[src/rtl/cdb_arbiter.sv]
`default_nettype none
// ============================================================================
// Module   : cdb_arbiter
// Purpose  : Common-data-bus arbiter. Three per-source completion FIFOs
//            (ALU, load, store) feed one registered broadcast bus, granted
//            round-robin at one result per cycle. clear_all discards all
//            queued results; rdy_in low freezes every piece of state.
// Ports    : clk_in / rst_in (async, active-high) / rdy_in (global pause)
//            clear_all                      - mispredict flush
//            alu_* / ld_* / st_*            - valid/value/dest in, ready out
//            cdb_valid/value/dest/src       - registered broadcast bus
//            busy                           - any entry queued or on the bus
// Revision : 1.0 - initial release
// ============================================================================
module cdb_arbiter #(
  parameter int ROB_ID_BIT = 4,
  parameter int QDEPTH     = 2
) (
  input  logic                  clk_in,
  input  logic                  rst_in,
  input  logic                  rdy_in,
  input  logic                  clear_all,
  input  logic                  alu_valid,
  input  logic [31:0]           alu_value,
  input  logic [ROB_ID_BIT-1:0] alu_dest,
  output logic                  alu_ready,
  input  logic                  ld_valid,
  input  logic [31:0]           ld_value,
  input  logic [ROB_ID_BIT-1:0] ld_dest,
  output logic                  ld_ready,
  input  logic                  st_valid,
  input  logic [ROB_ID_BIT-1:0] st_dest,
  output logic                  st_ready,
  output logic                  cdb_valid,
  output logic [31:0]           cdb_value,
  output logic [ROB_ID_BIT-1:0] cdb_dest,
  output logic [1:0]            cdb_src,
  output logic                  busy
);

  localparam int                 c_PTR_W = $clog2(QDEPTH);
  localparam int                 c_CNT_W = c_PTR_W + 1;
  localparam logic [c_CNT_W-1:0] c_FULL  = c_CNT_W'(QDEPTH);
  localparam logic [c_PTR_W-1:0] c_PTR_1 = c_PTR_W'(1);

  // Per-source bookkeeping; index 0 = ALU, 1 = load, 2 = store.
  logic [c_PTR_W-1:0]    head_q [3];
  logic [c_PTR_W-1:0]    head_d [3];
  logic [c_PTR_W-1:0]    tail_q [3];
  logic [c_PTR_W-1:0]    tail_d [3];
  logic [c_CNT_W-1:0]    cnt_q  [3];
  logic [c_CNT_W-1:0]    cnt_d  [3];
  logic [1:0]            rr_q, rr_d;
  logic                  cdb_valid_q, cdb_valid_d;
  logic [31:0]           cdb_value_q, cdb_value_d;
  logic [ROB_ID_BIT-1:0] cdb_dest_q, cdb_dest_d;
  logic [1:0]            cdb_src_q, cdb_src_d;

  logic [2:0]            w_in_valid;
  logic [31:0]           w_in_value [3];
  logic [ROB_ID_BIT-1:0] w_in_dest  [3];
  logic [31:0]           w_head_value [3];
  logic [ROB_ID_BIT-1:0] w_head_dest  [3];
  logic [2:0]            w_ready;
  logic [2:0]            w_push;
  logic [2:0]            w_pop;
  logic                  w_adv;
  logic                  w_grant;
  logic [1:0]            w_win;
  logic [2:0]            w_sum;

  assign w_in_valid    = {st_valid, ld_valid, alu_valid};
  assign w_in_value[0] = alu_value;
  assign w_in_value[1] = ld_value;
  assign w_in_value[2] = 32'd0;        // stores carry no data
  assign w_in_dest[0]  = alu_dest;
  assign w_in_dest[1]  = ld_dest;
  assign w_in_dest[2]  = st_dest;

  // Normal push/pop activity happens only when running and not flushing.
  assign w_adv = rdy_in && !clear_all;

  for (genvar g = 0; g < 3; g++) begin : g_src
    logic [31:0]           mem_value_q [QDEPTH];
    logic [ROB_ID_BIT-1:0] mem_dest_q  [QDEPTH];

    // Ready looks only at the registered count, never at a same-cycle pop.
    assign w_ready[g] = rdy_in && (cnt_q[g] < c_FULL);
    assign w_push[g]  = w_adv && w_in_valid[g] && w_ready[g];
    assign w_pop[g]   = w_adv && w_grant && (w_win == 2'(g));

    assign w_head_value[g] = mem_value_q[head_q[g]];
    assign w_head_dest[g]  = mem_dest_q[head_q[g]];

    // Payload storage needs no reset: count gates every read.
    always_ff @(posedge clk_in) begin
      if (w_push[g]) begin
        mem_value_q[tail_q[g]] <= w_in_value[g];
        mem_dest_q[tail_q[g]]  <= w_in_dest[g];
      end
    end
  end

  // Round-robin search; walking k downward lets the lowest offset win.
  always_comb begin
    w_grant = 1'b0;
    w_win   = 2'd0;
    w_sum   = 3'd0;
    for (int k = 2; k >= 0; k--) begin
      w_sum = {1'b0, rr_q} + 3'(k);
      if (w_sum >= 3'd3) begin
        w_sum = w_sum - 3'd3;
      end
      if (cnt_q[w_sum[1:0]] != '0) begin
        w_grant = 1'b1;
        w_win   = w_sum[1:0];
      end
    end
  end

  always_comb begin
    rr_d        = rr_q;
    cdb_valid_d = cdb_valid_q;
    cdb_value_d = cdb_value_q;
    cdb_dest_d  = cdb_dest_q;
    cdb_src_d   = cdb_src_q;
    for (int s = 0; s < 3; s++) begin
      head_d[s] = head_q[s];
      tail_d[s] = tail_q[s];
      cnt_d[s]  = cnt_q[s];
    end
    if (rdy_in) begin
      if (clear_all) begin
        rr_d        = 2'd0;
        cdb_valid_d = 1'b0;
        for (int s = 0; s < 3; s++) begin
          head_d[s] = '0;
          tail_d[s] = '0;
          cnt_d[s]  = '0;
        end
      end else begin
        cdb_valid_d = w_grant;
        if (w_grant) begin
          cdb_value_d = w_head_value[w_win];
          cdb_dest_d  = w_head_dest[w_win];
          cdb_src_d   = w_win;
          rr_d        = (w_win == 2'd2) ? 2'd0 : w_win + 2'd1;
        end
        for (int s = 0; s < 3; s++) begin
          if (w_push[s]) begin
            tail_d[s] = tail_q[s] + c_PTR_1;
          end
          if (w_pop[s]) begin
            head_d[s] = head_q[s] + c_PTR_1;
          end
          cnt_d[s] = cnt_q[s] + c_CNT_W'(w_push[s]) - c_CNT_W'(w_pop[s]);
        end
      end
    end
  end

  always_ff @(posedge clk_in or posedge rst_in) begin
    if (rst_in) begin
      rr_q        <= 2'd0;
      cdb_valid_q <= 1'b0;
      cdb_value_q <= 32'd0;
      cdb_dest_q  <= '0;
      cdb_src_q   <= 2'd0;
      for (int s = 0; s < 3; s++) begin
        head_q[s] <= '0;
        tail_q[s] <= '0;
        cnt_q[s]  <= '0;
      end
    end else begin
      rr_q        <= rr_d;
      cdb_valid_q <= cdb_valid_d;
      cdb_value_q <= cdb_value_d;
      cdb_dest_q  <= cdb_dest_d;
      cdb_src_q   <= cdb_src_d;
      for (int s = 0; s < 3; s++) begin
        head_q[s] <= head_d[s];
        tail_q[s] <= tail_d[s];
        cnt_q[s]  <= cnt_d[s];
      end
    end
  end

  assign alu_ready = w_ready[0];
  assign ld_ready  = w_ready[1];
  assign st_ready  = w_ready[2];
  assign cdb_valid = cdb_valid_q;
  assign cdb_value = cdb_value_q;
  assign cdb_dest  = cdb_dest_q;
  assign cdb_src   = cdb_src_q;
  assign busy      = (cnt_q[0] != '0) || (cnt_q[1] != '0) ||
                     (cnt_q[2] != '0) || cdb_valid_q;

endmodule
`default_nettype wire
[config.mk]
export PLATFORM = sky130hd
export DESIGN_NAME = cdb_arbiter
export DESIGN_NICKNAME = d
export VERILOG_FILES = /design/src/rtl/cdb_arbiter.sv
export SDC_FILE = /design/constraint.sdc
export NUM_CORES = 1
export LEC_CHECK = 0
export CORE_UTILIZATION = 57
export CTS_BUF_LIST = sky130_fd_sc_hd__clkbuf_8
export CTS_CLUSTER_SIZE = 8
export DETAILED_ROUTE_END_ITERATION = 10
export PLACE_DENSITY = 0.82
export RECOVER_POWER = 25
export SYNTH_ARGS = -nofsm -noshare
export SYNTH_HDL_FRONTEND = slang
export SYNTH_SLANG_ARGS = --single-unit
[constraint.sdc]
create_clock -name clk_in -period 6.6 [get_ports clk_in]
set_input_delay 1.32 -clock clk_in [delete_from_list [all_inputs] [get_ports clk_in]]
set_output_delay 1.32 -clock clk_in [all_outputs]
set_load 0.005 [all_outputs]
==> results.txt <==
The number of buffer and inverter stages on the critical path is 2. Summing all non-filler instances in the final layout gives an area of 10300 µm². The max-slew violation total from the final report is 0. For this run, the leading register cell type out of synthesis is sky130_fd_sc_hd__edfxtp_1. The tool flagged a number of max-cap violations equal to 0. The areal power density over the cells is 414 nW/µm². The internal power came out at 0.00281 W. The path length in cells of the critical path came out at 3. The maximum level of the CTS H-tree came out at 2.

The number of flops mapped to enable cells by yosys came out at 152. The number of cells on the worst reg-to-reg path is 14. The final weighted congestion in routability-driven placement is 0.849. The layout-stage area growth over the synthesis result came out at 24.1%.

In the final design database the tool counted 769 nets. Sequential cells were found to cover 71.2% of the synthesized design area. The first global-routing pass estimated ~27000 µm of wire. The clock-pin slew of the registers on the worst-case setup and hold paths came out at 0.05 ns.

The actual transition at the worst max-transition pin is 1.25 ns. Summed over all instances, the cell type with the most area after synthesis is sky130_fd_sc_hd__edfxtp_1. IR analysis of the VDD net gives a maximum drop of 0.204 mV. The number of instances resized during post-cts repair came out at 0.

The count of buffers inserted at the top-level ports is 125. The beginning of the worst hold path is cdb_value[8]. In this run the critical register-to-register path is launched from rr_q[1]. The average wire length per cell after detail routing is 19.6 µm.

The register bit count reported by yosys came out at 205. Global routing used 24.5% of the available tracks across all layers. The cell type group with the largest total delay on the critical path is buffers and inverters. A synthesized cell averages 15.2 µm². The I/O pin count came out at 126. The setup violation total in the final timing report is 0. The worst setup path is of the in2out kind. The number of clock buffers added by TritonCTS is 34. The remaining max-slew budget at the tightest pin is between 10% and 20%.

Measured along the x axis, the die boundary spans 122 µm. The sequential cell fraction of total power is a little over two fifths. The delay contributed by the slowest stage of the critical path came out at 0.94 ns. The maximum net fanout on the critical path came out at 25. The flop-to-flop setup slack is 2.48 ns.

Yosys instantiated no cell more often than sky130_fd_sc_hd__edfxtp_1. The number of fillers in the final layout came out at just under 900. The slowest stage of the critical path belongs to the cell sky130_fd_sc_hd__clkdlybuf4s50_1.

Walking the worst path, the cells encountered are clkdlybuf4s50_1 > nor2b_1 > clkdlybuf4s50_1. The final layout contains routed wiring with a total length of about 17000 µm. The DRC violation count after routing came out at 0. The number of nets with antenna violations after detailed routing is 0.

The cell at the root of the clock tree is sky130_fd_sc_hd__clkbuf_8. The area share of the largest cell type after synthesis came out at 55.2%. The total standard cell area after synthesis came out at 8270 µm². The placed wire-length estimate after detailed placement came out at roughly 10000 µm. By area the synthesized netlist is led by sky130_fd_sc_hd__edfxtp_1, sky130_fd_sc_hd__dfrtp_1, sky130_fd_sc_hd__mux2i_1. The via count of the first global-routing pass came out at 5485. Once the floorplan was initialized, standard cells occupied a little under 60% of the core. The maximum clock insertion buffer count is 3.

The number of antenna violations at the first check in global routing is 2. Based on the critical path, the design can be clocked at up to ~230 MHz. After detailed placement, the total cell area comes to 9640 µm².

The share of synthesized flip-flops with an asynchronous set or reset came out at 25.9%. The commonest cells after synthesis are sky130_fd_sc_hd__edfxtp_1, sky130_fd_sc_hd__mux2i_1, sky130_fd_sc_hd__nand2_1. After detailed routing, the number of vias per cell comes to between 5 and 6. For this run, the detailed router's first-pass iteration total came to 5. The combinational group share of total power is between 30% and 40%.

The number of hold violations in the final report is 0. The critical path starts at rdy_in. The die area came out at 15000 µm². The pin count of the biggest net entering global routing is 54.

The latest clock arrival within the worst-skew pair is 0.52 ns. The aggregate global routing overflow is 0. The clock sink total is 205.

The run finished with clean final reports. Counting instances, the worst hold path has a depth of 1. The cell row count came out at 43.

After layout, the worst path uses between 60% and 70% of the clock period. The total nets after synthesis came out at approximately 640. The count of mapped cells out of synthesis is 543. Clock skew on the completed layout was measured at 0.0235 ns. The number of buffers inserted to repair setup after CTS came out at 0. Counting stages on the worst path, the most repeated cell is sky130_fd_sc_hd__clkdlybuf4s50_1.

The switching power total came out at 0.00144 W. The clock tree from TritonCTS is done. The worst setup path is captured at a primary output. The final critical delay including setup and external delays is 4.30 ns. The worst hold path belongs to the class reg2reg. The vertical die dimension is 122 µm.

The share of final-layout standard cells stronger than drive strength 1 is 8.53%. The core area is 14000 µm². The final setup TNS is 0 ns. The quantity of hold-fixing buffers added after cts came out at 0. The count of vias placed by the detailed router came out at 5142. Setup repair after global routing left no endpoint under its margin. The number of synthesis warnings came out at 0.

The static leakage is 3.87 nW. The switching fraction of total power is around a third. The required time of the critical path is 5.28 ns. The data arrival time of the worst path came out at 2.98 ns. In this run, the clock network consumes 24.0% of the power. The DRC marker count from the first detailed-route iteration came out at between 400 and 500.

The worst setup path is launched from a primary input. After synthesis, the netlist uses 47 different library cells.
## flip-flops by register name, indices dropped and copies added, names as in the netlist
register	cells
head_q	3
cdb_dest	4
cdb_value	32
rr_q	2
cdb_valid	1
g_src.mem_value_q	128
g_src.mem_dest_q	24
cnt_q	6
tail_q	3
cdb_src	2
## kinds of logic after synthesis
| logic type | share of synthesized area [%] |
|---|---|
| muxes | 9.94 |
| buffers and inverters | 3.01 |
| adders and majority gates | 1.36 |
| xor gates and xnor gates | 0.318 |
| AOI/OAI and AO/OA | 7.81 |
| DFF | 71.2 |
| and+or+nand+nor | 6.34 |
## worst reg2reg max path, stage by stage, from the launching register on
cell                       delay (ns)
sky130_fd_sc_hd__dfrtp_1         0.42
sky130_fd_sc_hd__inv_1           0.09
sky130_fd_sc_hd__ha_1            0.31
sky130_fd_sc_hd__o21bai_1        0.22
sky130_fd_sc_hd__a221oi_2        0.44
sky130_fd_sc_hd__mux2_2          0.44
sky130_fd_sc_hd__a31oi_4         0.85
sky130_fd_sc_hd__nor3b_1         0.22
sky130_fd_sc_hd__ha_1            0.36
sky130_fd_sc_hd__inv_1           0.06
sky130_fd_sc_hd__ha_1            0.15
sky130_fd_sc_hd__xor2_1          0.18
sky130_fd_sc_hd__o21ai_0         0.10
sky130_fd_sc_hd__nand2_1         0.11
sky130_fd_sc_hd__o21ai_0         0.08
## worst paths after layout
| path | end |
|---|---|
| setup reg to reg | cnt_q[3] |
| setup / recovery | alu_ready |
| hold reg to reg | cdb_value[8] |
| min in group asynchronous | cdb_dest[0] |
| max in group asynchronous | head_q[1] |
| hold / removal | cdb_value[8] |
## area by class of cell
class | count | area [µm²] | area share, %
flip-flops and latches | 205 | 5890 | 57.4
multi-input cells | 292 | 2180 | 21.3
repair buffers | 128 | 1270 | 12.4
clock buffers | 39 | 537 | 5.23
well taps | 180 | 225 | 2.19
clock inverters | 23 | 87.6 | 0.853
inverters | 16 | 60.1 | 0.585
diodes | 2 | 5.00 | 0.0488
## layout by cell type, fill, tap and decap left out, types with 9 or more instances in the layout
cell / Yosys / layout
sky130_fd_sc_hd__clkdlybuf4s50_1: 0 / 66
sky130_fd_sc_hd__clkbuf_8: 0 / 39
sky130_fd_sc_hd__o21ai_0: 12 / 12
sky130_fd_sc_hd__dlygate4sd3_1: 1 / 59
sky130_fd_sc_hd__nand2_1: 81 / 81
sky130_fd_sc_hd__dfrtp_1: 53 / 51
sky130_fd_sc_hd__nor2_1: 13 / 9
sky130_fd_sc_hd__inv_1: 16 / 34
sky130_fd_sc_hd__mux2i_1: 81 / 81
sky130_fd_sc_hd__a32o_1: 32 / 32
sky130_fd_sc_hd__edfxtp_1: 152 / 152
sky130_fd_sc_hd__ha_1: 9 / 9
## power groups by stage
| stage | Sequential, W | Clock [W] | Combinational [W] |
|---|---|---|---|
| 6_report | 0.00180 | 0.00102 | 0.00143 |
| 5_1_grt | 0.00182 | 0.00110 | 0.00156 |
| 4_1_cts | 0.00180 | 0.00104 | 0.00144 |
| 3_5_place_dp | 0.00182 | 0 | 0.00143 |
| 3_3_place_gp | 0.00181 | 0 | 0.00137 |
| 2_1_floorplan | 0.00169 | 0 | 0.00103 |
## per-stage QoR
step	std cells	hold WS, ns	utilization [%]	power [W]	setup WS [ns]
3_3_place_gp	821	0.468	68.6	0.00318	2.07
2_1_floorplan	543	0.464	-	0.00272	2.87
5_1_grt	884	0.520	73.1	0.00447	2.07
4_1_cts	883	0.499	73.1	0.00428	2.31
3_5_place_dp	821	0.486	68.6	0.00325	1.94
6_report	885	0.496	73.1	0.00425	2.30
## layer usage
layer	GRT usage, %	share of wire [%]	vias up	routed length (µm)
li1	-	-	2333	-
met1	29.7	40	2567	7010
met2	41.5	51	198	8820
met3	6.55	6.4	44	1110
met4	10.1	2.5	0	427
met5	0	0	-	0
No activity file was read; power rests on OpenSTA's default activity.
